$ cat config.mk
export PLATFORM = sky130hd
export DESIGN_NAME = prio_arbiter
export DESIGN_NICKNAME = d
export VERILOG_FILES = /design/src/rtl/prio_arbiter.sv
export SDC_FILE = /design/constraint.sdc
export NUM_CORES = 1
export LEC_CHECK = 0
export BUFFER_PORTS_ARGS = -buffer_cell sky130_fd_sc_hd__buf_2
export CAP_MARGIN = 20
export CORE_MARGIN = 4
export CORE_UTILIZATION = 57
export CTS_BUF_LIST = sky130_fd_sc_hd__clkbuf_8
export CTS_CLUSTER_SIZE = 24
export DETAILED_ROUTE_END_ITERATION = 16
export PLACE_DENSITY_LB_ADDON = 0.2
export RECOVER_POWER = 100
export SLEW_MARGIN = 25
export SYNTH_ARGS = -nofsm -noshare
export SYNTH_HDL_FRONTEND = slang
export SYNTH_SLANG_ARGS = --single-unit
$ cat constraint.sdc
create_clock -name clk -period 3.29 [get_ports clk]
set_input_delay 0.1645 -clock clk [delete_from_list [all_inputs] [get_ports clk]]
set_output_delay 0.1645 -clock clk [all_outputs]
set_load 0.005 [all_outputs]
$ cat src/rtl/prio_arbiter.sv
// Priority arbiter with fixed / round-robin selection, grant holding and a per-grant
// hold limit that temporarily masks a requester after a forced release.
module prio_arbiter #(
  parameter int N        = 8,
  parameter int MAX_HOLD = 16
) (
  input  logic                 clk,
  input  logic                 rst_n,
  input  logic [N-1:0]         req,
  input  logic                 mode,
  output logic [N-1:0]         gnt,
  output logic                 gnt_valid,
  output logic [$clog2(N)-1:0] gnt_idx
);

  localparam int IW = $clog2(N);
  localparam int CW = (MAX_HOLD > 0) ? $clog2(MAX_HOLD + 1) : 1;
  localparam logic          LIMIT_ON = (MAX_HOLD > 0);
  localparam logic [CW-1:0] MAX_C    = CW'(MAX_HOLD);
  localparam logic [CW-1:0] CNT_ONE  = CW'(1'b1);
  localparam logic [N-1:0]  ONE      = {{(N-1){1'b0}}, 1'b1};

  logic [IW-1:0] last_r;
  logic [CW-1:0] hold_cnt_r;
  logic          mask_valid_r;
  logic [IW-1:0] mask_idx_r;

  logic          hold_s;
  logic          limit_s;
  logic          keep_s;
  logic          force_s;
  logic          mask_valid_n;
  logic [IW-1:0] mask_idx_n;
  logic [N-1:0]  mask_vec_s;
  logic [N-1:0]  elig_s;
  logic          win_found_s;
  logic [IW-1:0] win_idx_s;

  // Hold / forced-release decision and next mask; a forced release masks the holder
  // in the same cycle so it cannot win the arbitration that replaces it.
  always_comb begin
    hold_s  = gnt_valid & req[gnt_idx];
    limit_s = LIMIT_ON & (hold_cnt_r == MAX_C);
    keep_s  = hold_s & ~limit_s;
    force_s = hold_s & limit_s;
    if (force_s) begin
      mask_valid_n = 1'b1;
      mask_idx_n   = gnt_idx;
    end else if (mask_valid_r && !req[mask_idx_r]) begin
      mask_valid_n = 1'b0;
      mask_idx_n   = {IW{1'b0}};
    end else begin
      mask_valid_n = mask_valid_r;
      mask_idx_n   = mask_idx_r;
    end
    mask_vec_s = mask_valid_n ? (ONE << mask_idx_n) : {N{1'b0}};
    elig_s     = req & ~mask_vec_s;
  end

  // Downward search: fixed starts at N-1, round-robin starts just below last.
  always_comb begin
    win_found_s = 1'b0;
    win_idx_s   = {IW{1'b0}};
    for (int k = 1; k <= N; k++) begin
      logic [IW-1:0] pos;
      if (mode) begin
        pos = IW'((int'(last_r) + N - k) % N);
      end else begin
        pos = IW'(N - k);
      end
      if (!win_found_s && elig_s[pos]) begin
        win_found_s = 1'b1;
        win_idx_s   = pos;
      end else begin
        win_found_s = win_found_s;
      end
    end
  end

  // Grant, history, hold counter and mask registers.
  always_ff @(posedge clk) begin
    if (!rst_n) begin
      gnt          <= {N{1'b0}};
      gnt_valid    <= 1'b0;
      gnt_idx      <= {IW{1'b0}};
      last_r       <= {IW{1'b0}};
      hold_cnt_r   <= {CW{1'b0}};
      mask_valid_r <= 1'b0;
      mask_idx_r   <= {IW{1'b0}};
    end else begin
      mask_valid_r <= mask_valid_n;
      mask_idx_r   <= mask_idx_n;
      if (keep_s) begin
        hold_cnt_r <= (hold_cnt_r == {CW{1'b1}}) ? hold_cnt_r : hold_cnt_r + CNT_ONE;
      end else if (win_found_s) begin
        gnt        <= ONE << win_idx_s;
        gnt_valid  <= 1'b1;
        gnt_idx    <= win_idx_s;
        last_r     <= win_idx_s;
        hold_cnt_r <= CNT_ONE;
      end else begin
        gnt        <= {N{1'b0}};
        gnt_valid  <= 1'b0;
        gnt_idx    <= {IW{1'b0}};
        hold_cnt_r <= {CW{1'b0}};
      end
    end
  end

endmodule

### Yosys cells after proc, flatten, opt, wreduce, memory -nomap -nowiden

Cells that the tools add are included.

| word-level totals | value |
|---|---|
| flip-flop bits (word level) | 24 |
| bits of input ports | 11 |

| cells by class | value |
|---|---|
| equality and inequality tests | 3 |
| add/sub/neg operators | 10 |
| mux-type cells | 55 |
| magnitude comparators | 10 |
| shifts and indexed selects | 2 |
| bitwise gates (word level) | 7 |
| reduce and logical (&&, ||, !) cells | 17 |

Operators by type and width:

| kind | count |
|---|---|
| $mux 3 | 19 |
| $lt 3x4->1 const B | 10 |
| $bmux 1 s3 | 10 |
| $mux 1 | 22 |
| $mux 8 | 2 |
| $shl 1x3->8 const A | 2 |
| $sub 3x3->3 const B | 4 |
| $eq 5x5->1 const B | 2 |
| $mux 5 | 2 |
| $and 8x8->8 | 1 |
| $logic_and 1x1->1 | 8 |
| $logic_not 1->1 | 8 |
| $not 8->8 | 1 |
| $sub 3x1->3 const B | 2 |
| $sub 3x2->3 const B | 2 |
| $add 5x1->5 const B | 1 |
| $add 3x1->3 const B | 1 |
| $and 1x1->1 | 3 |
| $ne 2x2->1 const B | 1 |
| $not 1->1 | 2 |
| $reduce_and 2->1 | 1 |

### Logic depth before layout (Yosys ltp)

| logic depth | value |
|---|---|
| depth in word-level cells | 36 |
| mapped depth | 16 |
| depth with buffers taken out | 14 |

### Worst setup path after synthesis

Ideal clock, no wire load.

| path | value |
|---|---|
| path kind | reg2reg |
| start point | reg mask_idx_r[0] |
| end point | reg gnt[4] |
| stages on the path, launching flop included | 14 |
| arrival time | 3.364 ns |
| setup time | 0.061 ns |
| clock period less this slack | 3.425 ns |
| setup slack | -0.135 ns |
| cell sequence | dfxtp_1 -> buf_6 -> mux2_4 -> mux4_2 -> o21a_1 -> and3_1 -> or4_4 -> nand2_2 -> mux2_2 -> mux2i_1 -> o41ai_2 -> o22a_2 -> nor2_2 -> a32o_1 |

| on the way | value |
|---|---|
| cells in the longest elaborated chain, start to end | 36 |
| elaborated cells on any way between the ends | 60 |
| classes of those cells | 2 x shift; 40 x mux; 2 x bitwise; 16 x reduce/logical |

Ends and longest elaborated chain:

| what | line | source |
|---|---|---|
| start: declaration | 26 | `logic [IW-1:0] mask_idx_r;` |
| start signal: assignment | 89 | `mask_idx_r <= {IW{1'b0}};` |
| start signal: assignment | 92 | `mask_idx_r <= mask_idx_n;` |
| $bmux 1 s3 | 49 | `end else if (mask_valid_r && !req[mask_idx_r]) begin` |
| $mux 1 (not written as such) | 49 |  |
| $logic_not 1->1 | 49 |  |
| $logic_and 1x1->1 | 49 |  |
| $mux 3 | 49 |  |
| $mux 3 | 46 | `if (force_s) begin` |
| $shl 1x3->8 | 56 | `mask_vec_s = mask_valid_n ? (ONE << mask_idx_n) : {N{1'b0}};` |
| $mux 8 (*) | 56 |  |
| (+20 left out) | - |  |
| $logic_not 1->1 | 71 | `if (!win_found_s && elig_s[pos]) begin` |
| $logic_and 1x1->1 | 71 |  |
| $mux 1 | 71 |  |
| $logic_not 1->1 | 71 |  |
| $logic_and 1x1->1 | 71 |  |
| $mux 3 | 71 |  |
| $shl 1x3->8 | 96 | `gnt <= ONE << win_idx_s;` |
| $mux 8 (*) | 95 | `end else if (win_found_s) begin` |
| end signal: assignment | 83 | `gnt <= {N{1'b0}};` |
| end signal: assignment | 96 |  |
| end signal: assignment | 102 | `gnt <= {N{1'b0}};` |
| end: declaration | 11 | `output logic [N-1:0] gnt,` |

Every way passes the cells marked *; elsewhere a longest branch is shown, timed or not. The select of a mux whose other input is x is not followed.
A chain may end at the register's enable or synchronous reset.

### Final worst setup path

| path | value |
|---|---|
| start point | reg mask_idx_r[0] |
| end point | reg gnt[5] |

Same word-level chain as after synthesis.

==> impl_metrics.ini <==
[placed_design]
pre_cts_slack_ns = -0.4352
port_buffers = 22
dp_hpwl_mm = 8.050
routabilityCongestion = 1.039

[clock_tree]
path_clk_slew_ns = 0.09
cts_buffer_depth = 2
cts_tree = yes
cts_made_buffers = 3
cts_root_buffer = clkbuf_8
cts_sinks = 24
h-tree-depth = 1
clock_latency_ns = 0.27

[global_route]
grt_max_degree = 16
grt_busiest_layer = met2
grt_util_met1 = 0.4728
track_usage = 0.3973
met2_usage = 0.6678
grt_overflow = 0
antenna_found_initial = 0
gr-usage-met3 = 0.09060
grt_pass1_vias = 3842
grt_pass1_wl_mm = 19.45

[timing]
min_period_ns = 3.874
fin_crit_sh = 1.177
fmax_mhz = 258.1
finalMaxSlewViolations = 0
max_slew_margin = 0.5763
setup_viol = 16
setup_slack_ns = -0.5838
fin_skew_ns = 0.004705
tightest_slew_ns = 0.6338
rsz0062_at_grt = true
hold_violations = 0

[final_layout]
final_cell_mix = buf_4, nand2_1, dfxtp_1
area_growth_pct = 54.40
layout_commonest_cell = buf_4
antennaDiodeCount = 0
nNetsFinal = 491
drive_gt1_frac = 0.4937
fillCellCount = 189

[run_status]
outcome = complete, but fails checks
violations = setup timing

[yosys]
ys_seq_elements = 24
synth_area_leader_cell = dfxtp_1
syn_area_mm2 = 0.002829
netlist_top_cells_area = dfxtp_1, nand2_1, mux2i_1
synth-main-ff-cell = dfxtp_1
syn-num-nets = 369
synth.top_cell.area_share = 0.1698
synthArstFlopShare = 0
yosysWarnings = 0
synth_edf_count = 0
synth_area_per_cell_um2 = 8.014
ys_seq_area_frac = 0.1698
synthCells = 353
synth.distinct_cells = 80

[drt]
wl_mm = 15.00
drt_first_iter_violations = 1063
via_per_inst = 7.974
wl_per_cell_um = 27.73
postRouteAntennaNets = 0
post-route-drc-count = 0
drt-pass1-iter-count = 7
route.vias.total = 4314

[pwr]
switching_share = 0.5309
p_clk_frac = 0.059
p_int_mw = 1.642
power_density_mw_per_mm2 = 801.2
power_leakage_nw = 1.711
power_frac_seq = 0.124
total_power_mw = 3.499
comb_power_share = 0.818
ir_worst_vdd_uv = 807.9
p_switching_mw = 1.858

[critical_path]
critical_path.endpoint_type = register
critPathMaxFanout = 5
startpoint_type = register
worstPathRequired_ns = 3.46
cp.arrival_ns = 4.04
crit_type = register to register

[die]
start_util = 0.5950
io_pins = 23
core_area_mm2 = 0.004755
row_count = 25
die_w_um = 78.45
fp.dieH_um = 78.45
dieArea_mm2 = 0.006154

[job]
maxCapViolations = 0

[min_path]
min_path_type = input port to register
through the flow:
| stage | TNS, ns | area, µm² | instances | utilization | hold slack, ns |
|---|---|---|---|---|---|
| detailed placement | -4.764 | 3636 | 513 | 0.7647 | 0.4550 |
| floorplan | -0.3826 | 2858 | 353 | - | 0.3042 |
| global route | -14.49 | 4368 | 541 | 0.9187 | 0.3335 |
| CTS | -2.687 | 4125 | 535 | 0.8676 | 0.3019 |
| global placement | -3.317 | 3636 | 513 | 0.7647 | 0.4439 |
| finish | -7.415 | 4368 | 541 | 0.9187 | 0.3336 |
cell families (layout without fill, tap and decap cells):
family / after synthesis / count (layout) / synth area share
flops: 24 / 24 / 0.1698
mux: 24 / 24 / 0.1097
fa+ha+maj: 5 / 5 / 0.02211
buf+inv: 29 / 149 / 0.04732
compound gates: 113 / 114 / 0.3384
simple gates: 148 / 148 / 0.2817
xor+xnor: 10 / 10 / 0.03096
path summary, 6_finish.rpt:
check	startpoint	to	slack, ns	depth (start not counted)
max reg2reg	mask_idx_r[0]	gnt[5]	-0.58	12
min reg2reg	gnt[7]	gnt[7]	0.50	2
max	mask_idx_r[0]	gnt[5]	-0.58	12
min	rst_n	last_r[0]	0.33	2
registers in the layout (all words and copies together), names as in the netlist:
register      flops
gnt               8
gnt_idx           3
gnt_valid         1
hold_cnt_r        5
last_r            3
mask_idx_r        3
mask_valid_r      1
cell type report:
cell class | count | area (µm²) | area share
multi-input cells | 301 | 2694 | 0.6167
clock buffers | 4 | 55.05 | 0.01260
flip-flops and latches | 24 | 485.5 | 0.1111
well taps | 67 | 83.83 | 0.01919
inverters | 7 | 26.28 | 0.006015
repair buffers | 138 | 1023 | 0.2343
what timing repair did:
item,4_1_cts,5_1_grt
hold buffers,0,0
hold endpoints to repair,0,0
buffers inserted,18,7
pin swaps,38,18
setup endpoints to repair,16,16
cloned,1,0
gates resized for setup,57,39
power by group through the flow:
| stage | combinational (mW) | sequential (mW) | clock [mW] |
|---|---|---|---|
| 2_1_floorplan | 1.27 | 0.418 | 0 |
| 3_3_place_gp | 1.91 | 0.414 | 0 |
| 3_5_place_dp | 1.96 | 0.420 | 0 |
| 4_1_cts | 2.31 | 0.415 | 0.205 |
| 5_1_grt | 2.94 | 0.431 | 0.215 |
| 6_report | 2.86 | 0.433 | 0.205 |
metal layers:
| layer | routed length, µm | up-vias |
|---|---|---|
| met2 | 6240 | 530 |
| li1 | - | 1622 |
| met4 | 1585 | 0 |
| met1 | 5000 | 1938 |
| met5 | 0 | - |
| met3 | 2173 | 224 |
cells in the mapped netlist (all sizes together), types with 6 or more instances:
| cell type | count |
|---|---|
| a211oi | 11 |
| a21boi | 9 |
| a21oi | 7 |
| and2 | 9 |
| buf | 10 |
| clkbuf | 12 |
| dfxtp | 24 |
| inv | 7 |
| mux2 | 10 |
| mux2i | 10 |
| nand2 | 46 |
| nand3 | 11 |
| nand4 | 6 |
| nor2 | 24 |
| nor3 | 12 |
| nor4 | 7 |
| o21ai | 14 |
| o22ai | 6 |
| o31a | 7 |
| o31ai | 7 |
| or2 | 6 |
| xnor2 | 6 |
critical path: stages, from the launching register on:
cell	delay [ns]
dfxtp_4	0.40
mux2_4	0.32
mux4_2	0.55
o21a_4	0.26
buf_4	0.15
nor3_1	0.23
a311oi_1	0.10
o21ai_0	0.40
o21ai_0	0.20
a222oi_1	0.45
nand3_1	0.19
o31a_1	0.22
a32o_1	0.30
Power figures use the tool's default switching activity.
